`config.mk`:
```
export PLATFORM = sky130hd
export DESIGN_NAME = uart_rx_loader
export DESIGN_NICKNAME = d
export VERILOG_FILES = /design/src/rtl/uart_pkg.sv /design/src/rtl/uart_rx_core.sv /design/src/rtl/uart_rx_loader.sv
export SDC_FILE = /design/constraint.sdc
export NUM_CORES = 1
export LEC_CHECK = 0
export BUFFER_PORTS_ARGS = -buffer_cell sky130_fd_sc_hd__buf_2
export CAP_MARGIN = 10
export CORE_UTILIZATION = 30
export DETAILED_ROUTE_END_ITERATION = 16
export GPL_TIMING_DRIVEN = 0
export MAX_ROUTING_LAYER = met4
export PLACE_DENSITY_LB_ADDON = 0.1
export SLEW_MARGIN = 5
export SYNTH_ARGS = -nofsm -noshare
export SYNTH_HDL_FRONTEND = slang
export SYNTH_SLANG_ARGS = --single-unit
```
`constraint.sdc`:
```
create_clock -name clk -period 5.15 [get_ports clk]
set_clock_uncertainty 0.2 [all_clocks]
set_input_delay 1.03 -clock clk [delete_from_list [all_inputs] [get_ports clk]]
set_output_delay 1.03 -clock clk [all_outputs]
set_load 0.03 [all_outputs]
```
`src/rtl/uart_pkg.sv`:
```
// rtl/uart_pkg.sv - shared UART state encoding and frame constants
package uart_pkg;

    typedef enum logic [2:0] {
        ST_OFF,
        ST_ARMED,
        ST_START,
        ST_DATA,
        ST_STOP,
        ST_RESYNC,
        ST_DONE
    } state_t;

    localparam int CLKS_PER_BIT_9600_50M = 5208;
    localparam int DATA_BITS             = 8;
    localparam int STOP_BITS             = 1;

endpackage

```
`src/rtl/uart_rx_core.sv`:
```
// rtl/uart_rx_core.sv - rx synchronizer and 8N1 bit timing, emits byte and framing-error pulses
module uart_rx_core
    import uart_pkg::*;
#(
    parameter int CLKS_PER_BIT = CLKS_PER_BIT_9600_50M
) (
    input  logic                 clk,
    input  logic                 reset,
    input  logic                 enable,
    input  logic                 rx,
    output logic [DATA_BITS-1:0] data,
    output logic                 byte_valid,
    output logic                 frame_err
);

    localparam int CNT_W = $clog2(CLKS_PER_BIT);
    localparam int IDX_W = $clog2(DATA_BITS);
    localparam logic [CNT_W-1:0] HALF_RELOAD = CNT_W'(CLKS_PER_BIT / 2 - 1);
    localparam logic [CNT_W-1:0] FULL_RELOAD = CNT_W'(CLKS_PER_BIT - 1);
    localparam logic [IDX_W-1:0] LAST_IDX    = IDX_W'(DATA_BITS - 1);

    logic [1:0]           sync;
    logic                 rxs;
    state_t               state;
    logic [CNT_W-1:0]     cnt;
    logic [IDX_W-1:0]     idx;
    logic [DATA_BITS-1:0] shreg;

    assign rxs = sync[1];

    // Idle position is ARMED so the first cycle of enable already watches for a start bit.
    always_ff @(posedge clk) begin
        if (reset) begin
            sync       <= 2'b11;
            state      <= ST_ARMED;
            cnt        <= '0;
            idx        <= '0;
            shreg      <= '0;
            data       <= '0;
            byte_valid <= 1'b0;
            frame_err  <= 1'b0;
        end else begin
            sync       <= {sync[0], rx};
            byte_valid <= 1'b0;
            frame_err  <= 1'b0;
            if (!enable) begin
                state <= ST_ARMED;
            end else begin
                case (state)
                    ST_ARMED: begin
                        if (!rxs) begin
                            state <= ST_START;
                            cnt   <= HALF_RELOAD;
                        end
                    end
                    ST_START: begin
                        if (cnt != '0) begin
                            cnt <= cnt - 1'b1;
                        end else if (!rxs) begin
                            state <= ST_DATA;
                            cnt   <= FULL_RELOAD;
                            idx   <= '0;
                        end else begin
                            state <= ST_ARMED;
                        end
                    end
                    ST_DATA: begin
                        if (cnt != '0) begin
                            cnt <= cnt - 1'b1;
                        end else begin
                            shreg[idx] <= rxs;
                            cnt        <= FULL_RELOAD;
                            idx        <= idx + 1'b1;
                            if (idx == LAST_IDX) state <= ST_STOP;
                        end
                    end
                    ST_STOP: begin
                        if (cnt != '0) begin
                            cnt <= cnt - 1'b1;
                        end else if (rxs) begin
                            data       <= shreg;
                            byte_valid <= 1'b1;
                            state      <= ST_ARMED;
                        end else begin
                            frame_err <= 1'b1;
                            state     <= ST_RESYNC;
                        end
                    end
                    ST_RESYNC: begin
                        if (rxs) state <= ST_ARMED;
                    end
                    default: state <= ST_ARMED;
                endcase
            end
        end
    end

endmodule

```
`src/rtl/uart_rx_loader.sv`:
```
// rtl/uart_rx_loader.sv - receives an image over UART and writes it sequentially into data memory
module uart_rx_loader
    import uart_pkg::*;
#(
    parameter int CLKS_PER_BIT = CLKS_PER_BIT_9600_50M,
    parameter int ADDR_W       = 16,
    parameter int NUM_BYTES    = 65536
) (
    input  logic              clk,
    input  logic              reset,
    input  logic              receive,
    input  logic              rx,
    output logic [ADDR_W-1:0] mem_addr,
    output logic [7:0]        mem_wdata,
    output logic              mem_we,
    output logic              busy,
    output logic              done,
    output logic              frame_err
);

    // One extra bit so a full 2^ADDR_W image can be counted without wrapping.
    localparam logic [ADDR_W:0] LAST_CNT = (ADDR_W + 1)'(NUM_BYTES);

    state_t          state;
    logic [ADDR_W:0] byte_cnt;
    logic [ADDR_W:0] cnt_next;
    logic            core_en;
    logic            byte_valid;
    logic            err_pulse;

    assign core_en  = receive && (state == ST_ARMED);
    assign cnt_next = byte_cnt + 1'b1;
    assign mem_we   = byte_valid;

    uart_rx_core #(
        .CLKS_PER_BIT(CLKS_PER_BIT)
    ) u_core (
        .clk        (clk),
        .reset      (reset),
        .enable     (core_en),
        .rx         (rx),
        .data       (mem_wdata),
        .byte_valid (byte_valid),
        .frame_err  (err_pulse)
    );

    always_ff @(posedge clk) begin
        if (reset) begin
            state     <= ST_OFF;
            byte_cnt  <= '0;
            mem_addr  <= '0;
            busy      <= 1'b0;
            done      <= 1'b0;
            frame_err <= 1'b0;
        end else begin
            case (state)
                ST_OFF: begin
                    if (receive) begin
                        state     <= ST_ARMED;
                        busy      <= 1'b1;
                        byte_cnt  <= '0;
                        mem_addr  <= '0;
                        frame_err <= 1'b0;
                    end
                end
                ST_ARMED: begin
                    if (err_pulse) frame_err <= 1'b1;
                    if (byte_valid) begin
                        mem_addr <= mem_addr + 1'b1;
                        byte_cnt <= cnt_next;
                    end
                    if (!receive) begin
                        state <= ST_OFF;
                        busy  <= 1'b0;
                    end else if (byte_valid && cnt_next == LAST_CNT) begin
                        state <= ST_DONE;
                        busy  <= 1'b0;
                        done  <= 1'b1;
                    end
                end
                ST_DONE: begin
                    if (!receive) begin
                        state <= ST_OFF;
                        done  <= 1'b0;
                    end
                end
                default: begin
                    state <= ST_OFF;
                    busy  <= 1'b0;
                    done  <= 1'b0;
                end
            endcase
        end
    end

endmodule

```
# --- Yosys cells after proc, flatten, opt, wreduce, memory -nomap -nowiden ---
# Index checks and enable logic that the tools add are counted.
# Widths: inputs -> output; s select.
op_classes:
  n_shift: 0
  multipliers: 0
  n_eq_ne: 25
  n_reduce_logical: 20
  n_lt_le_gt_ge: 2
  add_sub_neg: 4
  n_div: 0
  n_mux: 46
  bitwise: 5
ops:
  columns: ["op", "n"]
  rows:
  - ["$mux 13", 5]
  - ["$pmux 13 s4", 1]
  - ["$mux 3", 14]
  - ["$mux 17", 2]
  - ["$pmux 17 s2", 1]
  - ["$mux 16", 2]
  - ["$pmux 16 s2", 1]
  - ["$add 17x1->17 const B", 1]
  - ["$eq 17x17->1 const B", 1]
  - ["$add 16x1->16 const B", 1]
  - ["$ne 2x2->1 const B", 8]
  - ["$pmux 3 s5", 1]
  - ["$reduce_and 3->1", 5]
  - ["$reduce_bool 13->1", 1]
  - ["$sub 13x1->13 const B", 1]
  - ["$eq 3x3->1 const B", 4]
  - ["$ne 2x1->1 const B", 6]
  - ["$mux 1", 11]
  - ["$reduce_and 5->1", 2]
  - ["$pmux 3 s3", 1]
  - ["$bwmux 8", 1]
  - ["$reduce_and 4->1", 2]
  - ["$eq 3x1->1 const B", 2]
  - ["$eq 3x2->1 const B", 2]
  - ["other kinds (18)", 26]
totals:
  latchBits: 0
  out_inout_bits: 28
  wordCells: 116
  reg_bits: 78
  mem_bits_rw: 0
  n_memories: 0
  rom_bits: 0
  inputBits: 4

# --- Logic depth before layout (Yosys ltp) ---
depth:
  depth_word: 6
  depth_mapped: 8
  mapped_depth_nobuf: 8

# --- Modules after synthesis ---
# From an unflattened synthesis, not the netlist that was laid out.
unflattened:
  cells_unflattened: 497
  area_unflattened_um2: 4194.0
by_module_without_submodules:
  columns: ["mod", "instances", "seq_area_each_um2", "cells_each", "area_each_um2"]
  rows:
  - ["uart_rx_core", 1, 780.7, 242, 2105.8]
  - ["uart_rx_loader", 1, 760.7, 255, 2088.3]

# --- Worst setup path before layout ---
# Ideal clock, no wire load.
synth_path:
  kind: "input to register"
  start: "in receive"
  end: "reg mem_addr[15]"
  arrival_time_ns: 2.360
  setup_time_ns: 0.132
  n_path_buf: 1
  slack_ns: 2.457
  path_stages: 7
  required_time_ns: 4.818
  cell_sequence: "mux2i_1 -> or2_2 -> clkbuf_1 -> nor4_1 -> nand3_1 -> xor2_1 -> nor2_1"
synth_via:
  elab_chain_cells: 2
synth_rtl:
  columns: ["item", "line_no", "rtl"]
  rows:
  - ["from (decl)", "uart_rx_loader.sv:11", "input logic receive,"]
  - ["$ne 2x2->1 (no source line)", null, null]
  - ["$reduce_and 3->1 (no source line)", null, null]
  - ["to (signal assigned)", "uart_rx_loader.sv:69", "mem_addr <= mem_addr + 1'b1;"]
  - ["to (decl)", "uart_rx_loader.sv:13", "output logic [ADDR_W-1:0] mem_addr,"]
# Every way passes these cells.
# A chain may end at the register's enable or synchronous reset.

# --- Final worst setup path ---
layout_path:
  start: "reg u_core.cnt[0]"
  end: "reg u_core.shreg[5]"
layout_via:
  elab_chain_cells: 3
layout_rtl:
  columns: ["item", "line_no", "rtl"]
  rows:
  - ["from (decl)", "uart_rx_core.sv:25", "logic [CNT_W-1:0] cnt;"]
  - ["from (signal assigned)", "uart_rx_core.sv:58", "cnt <= cnt - 1'b1;"]
  - ["from (signal assigned)", "uart_rx_core.sv:69", "cnt <= cnt - 1'b1;"]
  - ["from (signal assigned)", "uart_rx_core.sv:79", "cnt <= cnt - 1'b1;"]
  - ["$reduce_bool 13->1", "uart_rx_core.sv:68", "if (cnt != '0) begin"]
  - ["$not 1->1 (no source line)", null, null]
  - ["$reduce_and 3->1 (no source line)", null, null]
  - ["to (signal, indexed assignment)", "uart_rx_core.sv:71", "shreg[idx] <= rxs;"]
  - ["to (decl)", "uart_rx_core.sv:27", "logic [DATA_BITS-1:0] shreg;"]
# Every way passes these cells.

==> impl_summary.txt <==
----------------------------------------------------
[Logic synthesis]
  Synthesized instance count ... approximately 480
  Seq/Total Area, Yosys ... 39.8%
  Warning count from the yosys run ... 0
  Fraction of the mapped netlist area in compound gates ... between 10% and 20%
  Synthesized netlist net count ... between 400 and 500
  Syn Std Cell Area ... 3880 um2
  Simple-gate portion of the synthesized area ... between 20% and 30%
  Xor-xnor portion of the synthesized cell area ... around 4.1%
  Number of register bits inferred by synthesis ... 77
  Most instantiated flip-flop cell in the synthesis netlist ... sky130_fd_sc_hd__dfxtp_1
  Largest family of logic cells by synthesized area ... simple AND/OR/NAND/NOR gates
  Post-Synth Adder-Cell Area ... around 1.6%
  Largest cells by area after synthesis ... sky130_fd_sc_hd__dfxtp_1 40%, sky130_fd_sc_hd__nor2_1 7.3%, sky130_fd_sc_hd__a21oi_1 4.6%
  Most frequently used cell type in the post-synthesis netlist ... sky130_fd_sc_hd__dfxtp_1
  Mean post-synth cell area ... 8.03 um2
  Multiplexer fraction of the synthesized cell area ... just under 5%
  Commonest cells in the netlist ... 77 x sky130_fd_sc_hd__dfxtp_1, 75 x sky130_fd_sc_hd__nor2_1, 36 x sky130_fd_sc_hd__a21oi_1, 36 x sky130_fd_sc_hd__o21ai_0, 29 x sky130_fd_sc_hd__nand2_1
  Number of different library cells in the post-synthesis netlist ... slightly above 50
  Synth area leader ... sky130_fd_sc_hd__dfxtp_1
  Number of enable flip-flop cells after synthesis ... 0
  Async SR Flop Fraction ... 0%
  Area fraction of the dominant cell type after synthesis ... between 30 and 40%

[Detailed routing]
  Routed Wire Length ... about 9.9 mm
  Routed vias ... 3540
  DRC violation total after the first TritonRoute iteration ... 206
  Routed Antenna Nets ... 0
  Per-cell routed wire length ... ~14 um
  Number of iterations in the first detailed-routing pass ... 5
  Via density ... around 5.0
  Post-route DRC ... 0

[Global routing]
  Global route total overflow ... 0
  Vias in the first global route ... slightly above 3000
  All-Layer GR Usage ... 15.9%
  Initial antenna violation count ... 0
  First-pass GRT wire length ... 15.9 mm
  Pin count of the biggest net entering global routing ... 14

[Floorplanning]
  Height of the die ... ~120 um
  Standard cell core area ... between 10000 and 15000 um2
  Starting Density ... 30.7%
  Number of rows created at floorplan ... 41
  Overall die width ... 116 um
  Total Die Area ... about 13000 um2
  Count of pins on the block boundary ... 32

[Timing]
  Final number of setup-violating endpoints ... 0
  Setup TNS ... 0 ns
  Final hold violation count ... 0
  Fin crit period ... 2.99 ns
  Count of final max-slew check failures ... 0
  Setup repair after global routing missed its margin ... false
  Worst-case headroom to the max-slew limit ... approximately 46%
  Transition at the pin with the smallest max-transition slack ... 0.808 ns
  Part of the cycle the worst path needs ... between 50% and 60%
  Top achievable clock speed ... between 0.3 and 0.4 GHz

[Setup path]
  Crit path max-delay family ... simple AND/OR/NAND/NOR gates
  Required time of the critical path ... between 5 and 6 ns
  Setup crit start kind ... register
  RR Endpoint ... u_core.shreg[5]
  Crit Path Max Fanout ... 7
  Delay of the slowest cell on the worst path ... ~0.66 ns
  CP Class ... reg2reg
  Startpoint of the worst-slack reg-to-reg timing path ... u_core.cnt[0]
  Cell Chain, Critical Path ... inv_1, ha_1, nor3b_2, nand4_1, or4_1, nor3b_1, mux2i_1, nor2_1
  Critical path capture point type ... register
  Arrival time worst endpoint ... ~3.0 ns
  Count of buffer and inverter cells on the critical path ... 1
  Worst Reg-to-Reg Cells ... 8
  CP max-delay cell ... sky130_fd_sc_hd__or4_1
  Register-to-register setup slack ... ~2.2 ns

[Placement]
  DP Wirelength ... 7.11 mm
  Count of input and output buffers ... 31
  DP Cell Count ... ~700
  Placer's final routability congestion estimate ... about 0.82

[Clock network]
  Postcts setup bufs ... 0
  Clock latency on the worst-skew pair ... roughly 0.33 ns
  Maximum buffer depth of the clock tree ... 2
  Number of buffers inserted for hold repair after clock tree synthesis ... 0
  Clock transition at path regs ... around 0.06 ns
  Clock tree from TritonCTS ... built
  H-tree level count ... 3
  Post-cts sizing count ... 0
  Num CTS Buffers ... 9
  Clock sink count ... slightly below 80
  Clk Tree Root Cell ... sky130_fd_sc_hd__clkbuf_16

[Hold path]
  Worst hold-check path type ... reg2reg
  Worst Hold Launch ... u_core.sync[0]
  Hold path endpoint ... u_core.sync[1]
  Hold path cells ... 1

[Layout]
  Number of nets at the end of the flow ... 534
  Area added between synthesis and finish ... 17.3%
  Cell Count, Final, Fillers Out ... around 700
  Total inserted antenna cells ... 0
  Share of post-route cells with drive strength above 1 ... between 10% and 20%

[Status]
  Run status ... finished clean

[Power]
  Leak ... between 1.5 and 2 nW
  Cell Pwr Density ... 281 nW/um2
  Maximum ir drop on the vdd rail ... around 0.18 mV

[Run]
  Max-cap viol count ... 0

----------------------------------------------------
-- routing by layer --
layer	GRT usage, %	share of wire (%)
met4	3.85	0.86
met5	-	0
met1	20.7	48
met3	4.50	4.6
met2	24.2	46
-- cell families after synthesis --
group / Yosys count
adders and majority gates: 5
muxes: 19
buffers and inverters: 42
xor gates and xnor gates: 18
AOI/OAI and AO/OA: 106
and+or+nand+nor: 216
DFF: 77
-- cell type report --
class / count / area, um2
buffer: 29 / 135
clock buffer: 10 / 239
clock inverter: 6 / 62.6
fill: 1383 / 8070
inverter: 13 / 48.8
multi-input combinational: 364 / 2150
sequential: 77 / 1540
tap: 172 / 215
timing repair buffer: 31 / 155
-- flip-flops by register name, summed over array words and instances, names as in the netlist, 3 cells and up --
signal / flops
mem_addr: 16
byte_cnt: 17
u_core.data: 8
u_core.shreg: 8
u_core.idx: 3
u_core.state: 3
u_core.cnt: 13
-- through the flow --
stage | hold slack (ns) | instance area (um2) | worst slack [ns] | utilization, % | total power (W)
floorplan | 0.189 | 3880 | 2.46 | - | 0.000638
global placement | 0.199 | 4250 | 1.85 | 33.7 | 0.000654
detailed placement | 0.210 | 4250 | 1.83 | 33.7 | 0.000654
CTS | 0.215 | 4550 | 2.17 | 36.1 | 0.00130
global route | 0.233 | 4550 | 1.94 | 36.1 | 0.00134
finish | 0.209 | 4550 | 2.16 | 36.1 | 0.00128
-- placed cells by master, fill, tap and decap left out, types with 9 or more instances in the layout --
master / count
sky130_fd_sc_hd__dfxtp_1: 77
sky130_fd_sc_hd__nor2_1: 75
sky130_fd_sc_hd__a21oi_1: 36
sky130_fd_sc_hd__o21ai_0: 36
sky130_fd_sc_hd__buf_2: 34
sky130_fd_sc_hd__nand2_1: 29
sky130_fd_sc_hd__clkbuf_1: 22
sky130_fd_sc_hd__nand3_1: 20
sky130_fd_sc_hd__mux2i_1: 17
sky130_fd_sc_hd__nor3_1: 16
sky130_fd_sc_hd__inv_1: 13
sky130_fd_sc_hd__nor4_1: 13
sky130_fd_sc_hd__xnor2_1: 10
sky130_fd_sc_hd__nand4_1: 9
sky130_fd_sc_hd__clkbuf_16: 9
-- power by group --
| group | total [W] | leakage [nW] | switching [W] | internal (W) |
|---|---|---|---|---|
| clock network | 0.000636 | 0.140 | 0.000250 | 0.000387 |
| registers | 0.000599 | 0.621 | 0.000000966 | 0.000598 |
| logic | 0.0000417 | 0.960 | 0.0000320 | 0.00000962 |
| total | 0.00128 | 1.72 | 0.000283 | 0.000994 |
-- worst max-delay path by stage --
stage                   from         endpoint  cells after the start
5_1_grt        u_core.cnt[0]  u_core.shreg[6]                      8
3_5_place_dp         receive     mem_addr[15]                      8
2_1_floorplan        receive     mem_addr[15]                      7
4_1_cts        u_core.cnt[0]  u_core.shreg[6]                      8
6_report       u_core.cnt[0]  u_core.shreg[5]                      8
3_3_place_gp         receive     mem_addr[15]                      8
(Power assumes the default switching activity.)
